[src/rtl/regfile_dumper.sv]
// Walks register file addresses 0..DEPTH-1 and emits each register as an (addr, data, last) beat.
// Latency: one READ cycle plus at least one SEND cycle per emitted beat; a skipped register costs one cycle.
// Backpressure: out_valid holds the beat stable in SEND until out_ready; nothing depends combinationally on out_ready.
module regfile_dumper #(
  parameter int WIDTH = 32,
  parameter int DEPTH = 32
) (
  input  logic                     clk,
  input  logic                     rst,
  input  logic                     start,
  input  logic                     skip_zero,
  output logic                     busy,
  output logic                     done,
  output logic [$clog2(DEPTH)-1:0] rf_rd_addr,
  input  logic [WIDTH-1:0]         rf_rd_data,
  output logic                     out_valid,
  input  logic                     out_ready,
  output logic [$clog2(DEPTH)-1:0] out_addr,
  output logic [WIDTH-1:0]         out_data,
  output logic                     out_last
);

  localparam int AW = $clog2(DEPTH);
  localparam logic [AW-1:0] LAST_IDX = AW'(DEPTH - 1);

  typedef enum logic [1:0] {
    IDLE = 2'd0,
    READ = 2'd1,
    SEND = 2'd2,
    DONE = 2'd3
  } state_t;

  state_t         state;
  state_t         state_nxt;
  logic [AW-1:0]  idx;
  logic           skip_q;

  logic           accept;     // start taken in IDLE
  logic           capture;    // register the read data and index
  logic           inc;        // advance the scan index
  logic           set_valid;  // a beat goes out next cycle
  logic           clr_valid;  // the current beat was accepted

  assign rf_rd_addr = idx;
  assign busy       = (state != IDLE);
  assign done       = (state == DONE);

  // Next-state and control decode; the scan stops at LAST_IDX so idx never wraps.
  always_comb begin
    state_nxt = state;
    accept    = 1'b0;
    capture   = 1'b0;
    inc       = 1'b0;
    set_valid = 1'b0;
    clr_valid = 1'b0;
    case (state)
      IDLE: begin
        if (start) begin
          accept    = 1'b1;
          state_nxt = READ;
        end
      end
      READ: begin
        capture = 1'b1;
        if (skip_q && (rf_rd_data == '0)) begin
          if (idx == LAST_IDX) state_nxt = DONE;
          else                 inc       = 1'b1;
        end else begin
          set_valid = 1'b1;
          state_nxt = SEND;
        end
      end
      SEND: begin
        if (out_valid && out_ready) begin
          clr_valid = 1'b1;
          if (idx == LAST_IDX) begin
            state_nxt = DONE;
          end else begin
            inc       = 1'b1;
            state_nxt = READ;
          end
        end
      end
      DONE: begin
        state_nxt = IDLE;
      end
      default: begin
        state_nxt = IDLE;
      end
    endcase
  end

  // State, scan index, latched skip flag and the registered output beat.
  always_ff @(posedge clk) begin
    if (!rst) begin
      state     <= IDLE;
      idx       <= '0;
      skip_q    <= 1'b0;
      out_valid <= 1'b0;
      out_addr  <= '0;
      out_data  <= '0;
      out_last  <= 1'b0;
    end else begin
      state <= state_nxt;
      if (accept) begin
        idx    <= '0;
        skip_q <= skip_zero;
      end
      if (inc) begin
        idx <= idx + AW'(1);
      end
      if (capture) begin
        out_data <= rf_rd_data;
        out_addr <= idx;
        // last is only flagged on a beat that is actually emitted
        out_last <= set_valid && (idx == LAST_IDX);
      end
      if (set_valid) begin
        out_valid <= 1'b1;
      end else if (clr_valid) begin
        out_valid <= 1'b0;
        out_last  <= 1'b0;
      end
    end
  end

endmodule

[config.mk]
export PLATFORM = sky130hd
export DESIGN_NAME = regfile_dumper
export DESIGN_NICKNAME = d
export VERILOG_FILES = /design/src/rtl/regfile_dumper.sv
export SDC_FILE = /design/constraint.sdc
export NUM_CORES = 1
export LEC_CHECK = 0
export CAP_MARGIN = 0
export CORE_MARGIN = 8
export CORE_UTILIZATION = 43
export DETAILED_ROUTE_END_ITERATION = 8
export GPL_TIMING_DRIVEN = 0
export PLACE_DENSITY = 0.91
export SLEW_MARGIN = 10
export SYNTH_ARGS = -nofsm -noshare
export SYNTH_HDL_FRONTEND = slang
export SYNTH_SLANG_ARGS = --single-unit
[constraint.sdc]
create_clock -name clk -period 2.1 [get_ports clk]
set_clock_uncertainty 0.05 [all_clocks]
set_input_delay 0.315 -clock clk [delete_from_list [all_inputs] [get_ports clk]]
set_output_delay 0.315 -clock clk [all_outputs]
set_load 0.005 [all_outputs]
==> results by group <==
STA
  • Final setup fails: 0
  • RSZ-0062 raised after global routing: true
  • Tmin final: 2050 ps
  • Max Transition Viols Final: 0
  • Final Cycle Share: 97.8%
  • Sum Neg Setup Slack: 0 ps
  • Max Fclk: 0.487 GHz
  • Max_slew headroom: 50.5%
  • Worst-Margin Slew: 742 ps
  • Hold Vio Cnt, Final: 0

Detailed routing
  • Avg Vias per Cell: 5.25
  • Detailed-route DRC error count: 0
  • Final wirelength: 5750 µm
  • Via count: 1870
  • DR iter-0 viols: 124
  • Post-DR wirelength/cell: 16.2 µm
  • Final ANT Viol Nets: 0
  • TritonRoute pass-1 iters: 4

Power
  • Int Power: 0.00208 W
  • Clock Power Share: 19.6%
  • PD cells: 987 nW/µm²
  • Sequential power share: 38.3%
  • Net switching power: 0.00100 W
  • Part of the power in combinational logic: 42.0%
  • Max VDD drop: 0.657 mV
  • Pleak: 1.26 nW
  • Switching share of power: 32.5%
  • Total power: 0.00308 W

Placed design
  • Final GP Congestion: 0.788
  • Placed inst area: 2910 µm²
  • Dpl hpwl: 4180 µm
  • IO Port Bufs: 82

Clocking
  • CTS H-tree depth: 2
  • Clock sink total: 47
  • CTS tree: done
  • Reg clk slew, reported paths: 90 ps
  • CTS max path bufs: 2
  • Clk root buf: clkbuf_8
  • Worst-skew pair later-pin latency: 290 ps
  • CTS Buf Count: 5

Synth
  • Syn. warnings: 0
  • Unique masters post-synth: 33
  • Synth area leader: dfxtp_1
  • Yosys reg bits: 47
  • Post-synthesis sequential area ratio: 46.5%
  • Net Count, Synth: 252
  • Top cell type's share of synthesized area: 46.5%
  • Synth area leaders: dfxtp_1 (47%), mux2i_1 (18%), nor2_1 (7.8%), ha_1 (4.3%), nand2_1 (2.0%)
  • Post-Synthesis Cells: 208
  • Mapped cell area: 2020 µm²
  • Post-synthesis average cell area: 9.73 µm²

Setup path
  • Reg2Reg Setup Slack: 120 ps
  • Maximum fanout along the worst path: 4
  • Reg2Reg Depth: 6
  • WP data arrival: 2200 ps
  • Crit path required time: 2240 ps
  • Crit Path Class: input port to flop
  • Reg-to-Reg Start: state[1]
  • Element type at the critical path start: input port
  • Worst r2r dst: out_data[13]
  • Crit end category: flop

GRT
  • GRT overflow: 0
  • Global-route wire length before repair: 9450 µm
  • Largest net degree at the start of global routing: 15
  • Initial antenna violation count: 0
  • Vias in the first global route: 1924
  • Global Route Usage Sum: 16.2%

Die
  • Die width: 84.6 µm
  • Die area: 7160 µm²
  • Die Height: 84.6 µm
  • Rows: 25
  • Starting density of the core: 43.7%
  • Area of the core: 4630 µm²
  • Ports: 83

Finish
  • Post-route cell area: 3120 µm²
  • Diodes inserted: 0
  • # nets final: 345
  • P&R area growth vs syn: 54.1%
  • Final core utilization: 67.3%
  • Layout cell share with drive strength beyond 1: 10.9%

Hold path
  • Min-Delay Path Class: input port to flop
  • Hold Path Stages: 3
  • WHS Endpoint: out_data[22]
  • Min-Delay Startpoint: rf_rd_data[22]

Flow run
  • Max Cap Viol: 0

Status
  • Status: finished, final reports clean
sequential cells by signal, indices dropped and copies added, names as in the netlist:
register,count
skip_q,1
rf_rd_addr,5
out_data,32
out_addr,5
out_valid,1
out_last,1
state,2
cells in the mapped netlist (all sizes together):
cell type / instances
and3: 2
o32ai: 1
nor4: 6
o41ai: 1
nor2: 42
a21oi: 4
a21o: 5
or4: 1
a31oi: 3
or3: 1
or2: 1
inv: 5
mux2i: 37
nand2: 11
nand3b: 2
nand3: 7
a2bb2oi: 1
nand4: 3
nor4b: 1
o311a: 2
nand4b: 2
o31ai: 1
a22oi: 1
clkbuf: 9
nor2b: 1
buf: 3
dfxtp: 47
ha: 7
o221a: 1
worst max-delay path, cell delays in order:
cell and delay (ps):
clkdlybuf4s50_1 420, or3_4 370, or4_4 570, o311a_1 300, o221a_1 210
cell families (layout without fill, tap and decap cells):
family / count (synthesis) / count (layout) / share of synthesized area [%]
and+or+nand+nor: 80 / 80 / 19.7
adders and majority gates: 7 / 7 / 4.33
muxes: 37 / 37 / 18.3
DFF: 47 / 47 / 46.5
buffers and inverters: 17 / 111 / 3.83
AOI/OAI and AO/OA: 20 / 20 / 7.36
worst max-delay path by stage:
stage / startpoint / endpoint / slack (ps) / cells after the start
6_report: rf_rd_data[20] / state[0] / 50 / 5
5_1_grt: rf_rd_data[26] / state[0] / -10 / 6
4_1_cts: rf_rd_data[20] / state[0] / -6 / 6
3_5_place_dp: rf_rd_data[4] / rf_rd_addr[2] / -500 / 7
3_3_place_gp: rf_rd_data[4] / rf_rd_addr[2] / -460 / 7
2_1_floorplan: rf_rd_data[16] / state[0] / 150 / 6
cell type report:
class / instances / area (µm²)
clock inverters: 1 / 7.51
fillers: 392 / 1510
flip-flops and latches: 47 / 942
inverters: 5 / 18.8
plain buffers: 10 / 58.8
repair buffers: 88 / 846
clock buffers: 7 / 96.3
multi-input cells: 144 / 1080
well taps: 54 / 67.6
what timing repair did:
action,CTS,global route
gates cloned,0,0
pin swaps,10,6
hold buffers,0,0
setup buffers,5,1
setup endpoints to repair,15,12
gates resized for setup,37,11
routing by layer:
metal	vias up	GRT usage, %	routed length [µm]
met1	895	18.7	2510
met2	58	26.4	2830
met3	3	6.93	391
li1	914	-	-
met5	-	0	0
met4	0	4.85	24
layout by cell type, fill, tap and decap left out, types with 2 or more instances in the layout:
cell type         n
dlygate4sd2_1    20
nand4_1           3
a31oi_1           3
mux2i_1          37
nor2_1           42
a21oi_1           4
nor4_4            2
buf_4             6
ha_1              7
inv_1             4
clkbuf_8          8
clkbuf_1          5
dfxtp_1          46
nand2_1          11
clkdlybuf4s15_1   3
nor4_2            4
clkdlybuf4s50_1  57
nand3b_1          2
and3_1            2
dlymetal6s2s_1    2
clkbuf_2          2
a21o_1            5
o311a_1           2
nand3_1           7
nand4b_1          2
through the flow:
step                      setup slack [ps]  hold slack [ps]  std cells
after global routing                 -10.6              325        356
after detailed placement              -502              416        344
final                                 46.3              286        356
after global placement                -463              407        344
after CTS                            -6.00              344        356
after floorplan                        152              381        208
power by group through the flow:
| stage | clock [W] | combinational (W) | sequential [W] |
|---|---|---|---|
| final | 0.000604 | 0.00129 | 0.00118 |
| after global routing | 0.000657 | 0.00142 | 0.00120 |
| after CTS | 0.000614 | 0.00129 | 0.00117 |
| after detailed placement | 0 | 0.00128 | 0.00119 |
| after global placement | 0 | 0.00127 | 0.00118 |
| after floorplan | 0 | 0.000699 | 0.00120 |
(Power assumes the default switching activity.)
==> RTL edit, RTL diff (config.mk and constraints unchanged) <==
The 4 states of `state_t` get a one-hot encoding in 4 bits.
--- a/src/rtl/regfile_dumper.sv
+++ b/src/rtl/regfile_dumper.sv
@@ -25,7 +25,7 @@
 
-  typedef enum logic [1:0] {
-    IDLE = 2'd0,
-    READ = 2'd1,
-    SEND = 2'd2,
-    DONE = 2'd3
+  typedef enum logic [3:0] {
+    IDLE = 4'b0001,
+    READ = 4'b0010,
+    SEND = 4'b0100,
+    DONE = 4'b1000
   } state_t;
Behaviour: same outputs for any inputs over 10 cycles, from zero or initial values and one cycle with rst low; not proved beyond that.
==> RTL edit against the unedited design <==
Sequential cell count rose by 2. Count of clock-buffer cells in the layout did not move. Routed wire length rose by 17%. Maximum frequency fell by 0.28%. Highest routed layer unchanged. Worst setup slack got worse by 5.8 ps. Synthesized area fell by 1.4%. Design area rose by 2.0%. Via count rose by 14%. Critical endpoint is now rf_rd_addr[2]$_SDFFE_PN0P_.
Power is not compared: it rests on default switching activity, and its combinational part moved more than twofold at a synthesized area within 25%.
==> RTL edit: results (changes against the unedited design) <==
Status
  • Outcome: complete, no violations

Detailed routing
  • WL met3: 617 um (+58%)
  • WL met2: 3.42 mm (+21%)
  • Via count: 2139 (+14%)
  • Metal1 wirelength: 2.61 mm (+3.9%)

Global routing
  • GR Layer Usage met1: 0.198 (+0.0110)
  • GR Util All Layers: 0.186 (+0.0239)
  • Global-route wire length before repair: 10.7 mm (+13%)
  • M2 GR Usage: 0.319 (+0.0548)
  • Met3 usage: 0.0840 (+0.0147)

STA
  • WHS: 241 ps (-45.1 ps)

Layout
  • Fill cells: 333 (-15%)
  • Nets: 382 (+11%)
  • Reg area: 986 um^2 (+4.6%)

Critical path
  • R2R cell count: 5 (-1)
  • Critical path arrival: 2240 ps (+40 ps)
  • Critical-path maximum fanout: 5 (+1)
  • Internal reg-to-reg setup slack: 40 ps (-80 ps)

Place
  • GP Congestion: 0.898 (+14%)
  • DP Area: 2880 um^2 (-1.0%)
  • Dpl ws: -449 ps (+53.6 ps)

Synth
  • Synth cell types: 29 (-12%)
  • Register area share after synthesis: 0.492 (+0.0265)
  • Synth top cells by count: nand2_1 (82), dfxtp_1 (49), a21oi_1 (44)
  • Mapped Nets: 287 (+14%)
  • Mux cell area share after synthesis: 0.0257 (-0.157)
  • Adder-Cell Fraction of Synth Area: 0.0125 (-0.0308)
  • Complex-gate fraction of the synthesized area: 0.163 (+0.0894)

Clocking
  • Post-cts resize count: 15 (-59%)
  • Setup Buffers After CTS: 3 (-2)

Hold path
  • Hold Path Origin: rf_rd_data[9]
## RTL edit: cell type report
| class | instances | share of cell area |
|---|---|---|
| Multi-Input combinational cell | 182 | 0.333 |
| Clock buffer | 7 | 0.0271 |
| Inverter | 4 | 0.00472 |
| Tap cell | 52 | 0.0205 |
| Sequential cell | 49 | 0.310 |
| Clock inverter | 1 | 0.00944 |
| Timing Repair Buffer | 88 | 0.279 |
| Buffer | 13 | 0.0165 |
## RTL edit: report_power, final
group | switching, W | internal, W
Clock | 0.000309 | 0.000388
Sequential | 0.0000419 | 0.000981
Combinational | 0.000194 | 0.000216
## RTL edit: kinds of logic (layout without fill, tap and decap cells)
family                   Yosys count  in the layout
AND/OR/NAND/NOR                  120            120
adder cells (fa/ha/maj)            2              2
flip-flops                        49             49
multiplexers                       5              5
buffers and inverters             17            113
AO/OA/AOI/OAI                     55             55
## RTL edit: worst max-delay path: stages (launching register included)
cell	delay [ps]
dfxtp_2	370
or4b_4	560
buf_4	180
nor4_4	310
mux2_2	370
a21oi_1	140
## RTL edit: worst max-delay path by stage
stage	start	endpoint	slack, ps	cells past startpoint
after floorplan	state[0]$_SDFFE_PN1P_	rf_rd_addr[0]$_SDFFE_PN0P_	190	4
after global placement	rf_rd_data[12]	rf_rd_addr[2]$_SDFFE_PN0P_	-440	6
after detailed placement	rf_rd_data[12]	rf_rd_addr[2]$_SDFFE_PN0P_	-450	6
after CTS	state[2]$_SDFFE_PN0P_	rf_rd_addr[4]$_SDFFE_PN0P_	4	4
after global routing	state[2]$_SDFFE_PN0P_	rf_rd_addr[2]$_SDFFE_PN0P_	10	5
final	state[2]$_SDFFE_PN0P_	rf_rd_addr[2]$_SDFFE_PN0P_	40	5
